**src/rtl/uart_tx_if.sv**
```systemverilog
// Byte-send handshake and serial line of uart_tx; the sender drives the master side.
interface uart_tx_if;
  logic [7:0] pi_data;
  logic       pi_flag;
  logic       tx_ready;
  logic       tx_done;
  logic       tx;

  modport master (
    output pi_data,
    output pi_flag,
    input  tx_ready,
    input  tx_done,
    input  tx
  );

  modport slave (
    input  pi_data,
    input  pi_flag,
    output tx_ready,
    output tx_done,
    output tx
  );
endinterface

```
**src/rtl/uart_tx.sv**
```systemverilog
// UART transmitter, 8 data bits LSB first, one stop bit, registered line output.
// Define UART_TX_PARITY_EN to insert a parity bit (even, or odd with PARITY_ODD=1).
module uart_tx #(
  parameter int unsigned CLK_FREQ   = 50_000_000,
  parameter int unsigned UART_BPS   = 9600,
  parameter int unsigned PARITY_ODD = 0
) (
  input  logic     sys_clk,
  input  logic     sys_rst_n,
  uart_tx_if.slave bus
);

  localparam int unsigned BAUD_CNT_MAX = CLK_FREQ / UART_BPS;
  localparam int unsigned BAUD_CNT_W   = (BAUD_CNT_MAX > 1) ? $clog2(BAUD_CNT_MAX) : 1;
  localparam logic [BAUD_CNT_W-1:0] BAUD_LAST = BAUD_CNT_W'(BAUD_CNT_MAX - 1);
  localparam logic [3:0] LAST_DATA_BIT = 4'd8;

  typedef enum logic [2:0] {
    S_IDLE   = 3'd0,
    S_START  = 3'd1,
    S_DATA   = 3'd2,
`ifdef UART_TX_PARITY_EN
    S_PARITY = 3'd3,
`endif
    S_STOP   = 3'd4
  } state_t;

  state_t                r_state,    w_state_nxt;
  logic [BAUD_CNT_W-1:0] r_baud_cnt, w_baud_cnt_nxt;
  logic [3:0]            r_bit_cnt,  w_bit_cnt_nxt;
  logic [7:0]            r_shift,    w_shift_nxt;
  logic                  r_tx,       w_tx_nxt;
  logic                  w_bit_end;
  logic                  w_accept;
`ifdef UART_TX_PARITY_EN
  logic                  r_parity,   w_parity_nxt;
`else
  logic                  w_unused_parity_odd;
  assign w_unused_parity_odd = (PARITY_ODD != 0);
`endif

  assign w_bit_end = (r_baud_cnt == BAUD_LAST);
  assign w_accept  = bus.pi_flag && (r_state == S_IDLE);

  assign bus.tx       = r_tx;
  assign bus.tx_ready = (r_state == S_IDLE);
  assign bus.tx_done  = (r_state == S_STOP) && w_bit_end;

  always_ff @(posedge sys_clk or negedge sys_rst_n) begin
    if (!sys_rst_n) begin
      r_state    <= S_IDLE;
      r_baud_cnt <= '0;
      r_bit_cnt  <= '0;
      r_shift    <= '0;
      r_tx       <= 1'b1;
`ifdef UART_TX_PARITY_EN
      r_parity   <= 1'b0;
`endif
    end else begin
      r_state    <= w_state_nxt;
      r_baud_cnt <= w_baud_cnt_nxt;
      r_bit_cnt  <= w_bit_cnt_nxt;
      r_shift    <= w_shift_nxt;
      r_tx       <= w_tx_nxt;
`ifdef UART_TX_PARITY_EN
      r_parity   <= w_parity_nxt;
`endif
    end
  end

  // The line value for the next bit is loaded on the same edge the state advances,
  // so tx changes exactly at each bit boundary with no extra cycle.
  always_comb begin
    w_state_nxt    = r_state;
    w_baud_cnt_nxt = w_bit_end ? '0 : r_baud_cnt + 1'b1;
    w_bit_cnt_nxt  = r_bit_cnt;
    w_shift_nxt    = r_shift;
    w_tx_nxt       = r_tx;
`ifdef UART_TX_PARITY_EN
    w_parity_nxt   = r_parity;
`endif

    case (r_state)
      S_IDLE: begin
        w_baud_cnt_nxt = '0;
        w_tx_nxt       = 1'b1;
        if (w_accept) begin
          w_state_nxt   = S_START;
          w_bit_cnt_nxt = '0;
          w_shift_nxt   = bus.pi_data;
          w_tx_nxt      = 1'b0;
`ifdef UART_TX_PARITY_EN
          w_parity_nxt  = (^bus.pi_data) ^ (PARITY_ODD != 0);
`endif
        end
      end

      S_START: begin
        if (w_bit_end) begin
          w_state_nxt   = S_DATA;
          w_bit_cnt_nxt = 4'd1;
          w_tx_nxt      = r_shift[0];
          w_shift_nxt   = {1'b0, r_shift[7:1]};
        end
      end

      S_DATA: begin
        if (w_bit_end) begin
          w_bit_cnt_nxt = r_bit_cnt + 4'd1;
          if (r_bit_cnt == LAST_DATA_BIT) begin
`ifdef UART_TX_PARITY_EN
            w_state_nxt = S_PARITY;
            w_tx_nxt    = r_parity;
`else
            w_state_nxt = S_STOP;
            w_tx_nxt    = 1'b1;
`endif
          end else begin
            w_tx_nxt    = r_shift[0];
            w_shift_nxt = {1'b0, r_shift[7:1]};
          end
        end
      end

`ifdef UART_TX_PARITY_EN
      S_PARITY: begin
        if (w_bit_end) begin
          w_state_nxt   = S_STOP;
          w_bit_cnt_nxt = r_bit_cnt + 4'd1;
          w_tx_nxt      = 1'b1;
        end
      end
`endif

      S_STOP: begin
        if (w_bit_end) begin
          w_state_nxt   = S_IDLE;
          w_bit_cnt_nxt = '0;
          w_tx_nxt      = 1'b1;
        end
      end

      default: begin
        w_state_nxt    = S_IDLE;
        w_baud_cnt_nxt = '0;
        w_bit_cnt_nxt  = '0;
        w_tx_nxt       = 1'b1;
      end
    endcase
  end

endmodule

```
**src/flat_wrapper.sv**
```systemverilog
// flat-port wrapper written by rule: the top's interface ports become plain ports
module uart_tx_flat 
#(
  parameter int unsigned CLK_FREQ   = 50_000_000,
  parameter int unsigned UART_BPS   = 9600,
  parameter int unsigned PARITY_ODD = 0
)
  (sys_clk, sys_rst_n, bus_pi_data, bus_pi_flag, bus_tx_ready, bus_tx_done, bus_tx);
  uart_tx_if bus_i ();
  input  logic sys_clk;
  input  logic sys_rst_n;
  input wire logic [$bits(bus_i.pi_data)-1:0] bus_pi_data;
  input wire logic [$bits(bus_i.pi_flag)-1:0] bus_pi_flag;
  output wire logic [$bits(bus_i.tx_ready)-1:0] bus_tx_ready;
  output wire logic [$bits(bus_i.tx_done)-1:0] bus_tx_done;
  output wire logic [$bits(bus_i.tx)-1:0] bus_tx;
  assign bus_i.pi_data = bus_pi_data;
  assign bus_i.pi_flag = bus_pi_flag;
  assign bus_tx_ready = bus_i.tx_ready;
  assign bus_tx_done = bus_i.tx_done;
  assign bus_tx = bus_i.tx;
  uart_tx #(.CLK_FREQ(CLK_FREQ), .UART_BPS(UART_BPS), .PARITY_ODD(PARITY_ODD)) u_core (.sys_clk(sys_clk), .sys_rst_n(sys_rst_n), .bus(bus_i));
endmodule
```
**config.mk**
```make
export PLATFORM = sky130hd
export DESIGN_NAME = uart_tx_flat
export DESIGN_NICKNAME = d
export VERILOG_FILES = /design/src/rtl/uart_tx_if.sv /design/src/rtl/uart_tx.sv /design/src/flat_wrapper.sv
export SDC_FILE = /design/constraint.sdc
export NUM_CORES = 1
export LEC_CHECK = 0
export ABC_AREA = 1
export CORE_UTILIZATION = 33
export DETAILED_ROUTE_END_ITERATION = 16
export PLACE_DENSITY_LB_ADDON = 0.15
export REMOVE_ABC_BUFFERS = 1
export SLEW_MARGIN = 20
export SYNTH_ARGS = -nofsm -noshare
export SYNTH_HDL_FRONTEND = slang
export SYNTH_SLANG_ARGS = --single-unit
```
**constraint.sdc**
```tcl
create_clock -name sys_clk -period 3.6 [get_ports sys_clk]
set_input_delay 0.36 -clock sys_clk [delete_from_list [all_inputs] [get_ports sys_clk]]
set_output_delay 0.36 -clock sys_clk [all_outputs]
set_load 0.03 [all_outputs]
```
==> qor.yml <==
critical_path:
  cp.required_ns: 3.24
  path_cells: "ha_1, nand2_1, nor2_1, nand3_1, nor2_1, clkdlybuf4s50_1"
  slowest_stage: "clkdlybuf4s50_1"
  critPathMostFrequentCell: "nor2_1"
  crit_type: "flip-flop to output pin"
  start_kind: "flip-flop"
  max_stage_delay_ns: 0.68
  endpoint_kind: "output pin"
  cp_max_fo: 4
  worstPathArrival_ns: 2.04
routing:
  vias_per_cell: 4.47
  final_antenna_net_count: 0
  wl_um: 3650
  wl_per_cell_um: 11.5
  drt_iter0_markers: 44
  firstDrtPassIters: 4
  via_count: 1416
  drc: 0
floorplan:
  ios: 14
  die_h_um: 74.5
  fp.dieW_um: 74.5
  coreArea_mm2: 0.00507
  rows: 26
  initial_core_util_pct: 34.2
  dieArea_mm2: 0.00555
timing:
  drv_slew: 0
  relSlewSlack_pct: 57.3
  rsz0062_at_grt: "false"
  worst_pin_slew_ns: 0.639
  setup_slack_ns: 1.20
  max_freq_mhz: 416
  final-hold-violation-count: 0
  period_share_pct: 66.7
  skew_ns: 0.00785
  fin_tns_setup_ns: 0
  finalSetupViolCount: 0
  fin_crit_ns: 2.40
clocking:
  root_buffer: "clkbuf_8"
  post_cts_resized: 0
  cts_max_level: 2
  cts_tree: "built"
  cts_hold_buffers: 0
  cts_setup_buffers: 0
  clkSlewWorstSetupHoldPaths_ns: 0.07
  cts_made_buffers: 5
  cts_buffer_depth: 2
  clk_latency_ns: 0.28
  clock-sinks: 29
global_routing:
  use_met2_pct: 22.8
  antenna_found_initial: 0
  grt_pass1_wl_um: 6240
  grt_use_total_pct: 15.2
  gr-usage-met3_pct: 3.25
  grtUsageMet1_pct: 21.4
  gr-total-overflow: 0
  grt_pass1_vias: 1282
  top_usage_layer: "met2"
  grt_max_degree: 30
logic_synthesis:
  synth_compound_area_share_pct: 3.25
  ys_seq_area_share_pct: 41.9
  ys_warn_count: 0
  ys_ff_latch: 29
  yosys.cell_types.count: 27
  synthCells: 229
  synthMuxAreaShare_pct: 0
  synth_area_mm2: 0.00173
  synth_adder_area_share_pct: 2.16
  synth-simple-area-share_pct: 41.2
  avgSynthCellArea_um2: 7.57
  synth_top_family_by_area: "simple AND/OR/NAND/NOR gates"
  synth-xor-area-share_pct: 4.04
finish:
  layout.nets: 260
  fill_cells: 546
  insertedDiodeCount: 0
  fin_cells: 317
  fin_util_pct: 39.6
  syn2layout_area_growth_pct: 16.0
  drive_above_1_share_pct: 10.5
place:
  gp_congestion: 0.818
  pre_cts_slack_ns: 1.52
  hpwl_um: 2530
  port_buffers: 13
  placedCellCount: 309
power_and_ir_drop:
  pwr_density_cell_mw_per_mm2: 686
  p_leak_nw: 0.959
  p_switching_mw: 0.607
  ir_drop_uv: 393
  p_sw_share_pct: 44.0
  internal_power_mw: 0.772
  p_seq_share_pct: 33.3
  pwr-share-clk_pct: 20.3
  combPwrFrac_pct: 46.4
status:
  status: "finished clean"
hold_path:
  hold_path.class: "primary input to asynchronous set/reset pin"
job:
  maxCapViolations: 0
power by group through the flow:
stage | logic [mW] | registers [mW] | clock network [mW]
after detailed placement | 0.649 | 0.466 | 0
after floorplan | 0.471 | 0.468 | 0
final | 0.640 | 0.460 | 0.280
after global placement | 0.659 | 0.465 | 0
after CTS | 0.653 | 0.460 | 0.291
after global routing | 0.732 | 0.472 | 0.300
worst max-delay path, delay by kind of cell (launching register included):
kind                       cells  cell delay [ns]
and+or+nand+nor                4             0.53
DFF                            1             0.37
adders and majority gates      1             0.19
buffers and inverters          1             0.68
worst paths after layout:
kind	from	end	slack (ns)	cells past startpoint
max reg2reg	u_core.r_state[1]$_DFFE_PN0P_	u_core.r_baud_cnt[12]$_DFF_PN0_	1.75	7
min reg2reg	u_core.r_baud_cnt[0]$_DFF_PN0_	u_core.r_baud_cnt[0]$_DFF_PN0_	0.46	1
max in group asynchronous	sys_rst_n	u_core.bus.tx$_DFFE_PN1P_	2.81	2
min	sys_rst_n	u_core.r_baud_cnt[3]$_DFF_PN0_	0.46	2
min in group sys_clk	u_core.r_baud_cnt[0]$_DFF_PN0_	u_core.r_baud_cnt[0]$_DFF_PN0_	0.46	1
max	u_core.r_baud_cnt[0]$_DFF_PN0_	bus_tx_done	1.20	6
metrics by stage:
step                      hold WS, ns  power [mW]  area (um^2)
after detailed placement        0.458        1.11         1920
after global routing            0.498        1.50         2010
after global placement          0.448        1.12         1920
after floorplan                0.0644       0.938         1700
after CTS                       0.467        1.40         2010
final                           0.463        1.38         2010
registers in the layout, summed over array words and instances, names as in the netlist:
| signal | flops |
|---|---|
| u_core.r_shift | 8 |
| u_core.r_baud_cnt | 13 |
| u_core.r_state | 3 |
| u_core.r_bit_cnt | 4 |
| u_core.bus.tx | 1 |
layout make-up:
cell class                 instances  area [um^2]  share of cell area [%]
sequential                        29          727                    36.1
timing repair buffer              14          138                    6.84
clock buffer                       8         90.1                    4.48
tap                               70         87.6                    4.35
inverter                          23         91.3                    4.54
multi-input combinational        173          878                    43.7
cells in the mapped netlist (all sizes together):
| cell type | n | area (um^2) |
|---|---|---|
| nand2 | 81 | 348 |
| nand3 | 32 | 170 |
| nor2 | 29 | 129 |
| dfrtp | 28 | 701 |
| inv | 22 | 82.6 |
| xor2 | 6 | 52.6 |
| o21ai | 5 | 25.0 |
| a21oi | 4 | 31.3 |
| buf | 4 | 37.5 |
| nor3 | 4 | 20.0 |
| ha | 3 | 37.5 |
| nand3b | 3 | 22.5 |
| nand4 | 3 | 18.8 |
| xnor2 | 2 | 17.5 |
| clkinv | 1 | 8.76 |
| dfstp | 1 | 26.3 |
| or2 | 1 | 6.26 |
per-layer routing:
metal	up-vias	share of wire, %
met1	639	51
li1	756	-
met3	4	2.6
met2	17	46
met5	-	0
met4	0	1.2
kinds of logic (layout without fill, tap and decap cells):
group / count (synthesis) / after routing
AOI/OAI and AO/OA: 9 / 9
and+or+nand+nor: 153 / 153
buffers and inverters: 27 / 45
xor gates and xnor gates: 8 / 8
DFF: 29 / 29
adders and majority gates: 3 / 3
cells in the final DEF (no fill, tap or decap), types with 2 or more instances in the layout:
master	count
nand3_2	2
a21oi_1	3
nor3_1	4
nand2_2	2
nor2_1	23
clkbuf_1	2
dfrtp_1	28
o21ai_1	2
clkbuf_8	6
nor2_2	5
nand2_4	3
inv_1	21
clkdlybuf4s50_1	13
nand3_1	30
xor2_1	6
nand4_1	3
nand2_1	75
nand3b_1	3
ha_1	3
xnor2_1	2
o21ai_0	3
(Power assumes the default switching activity.)
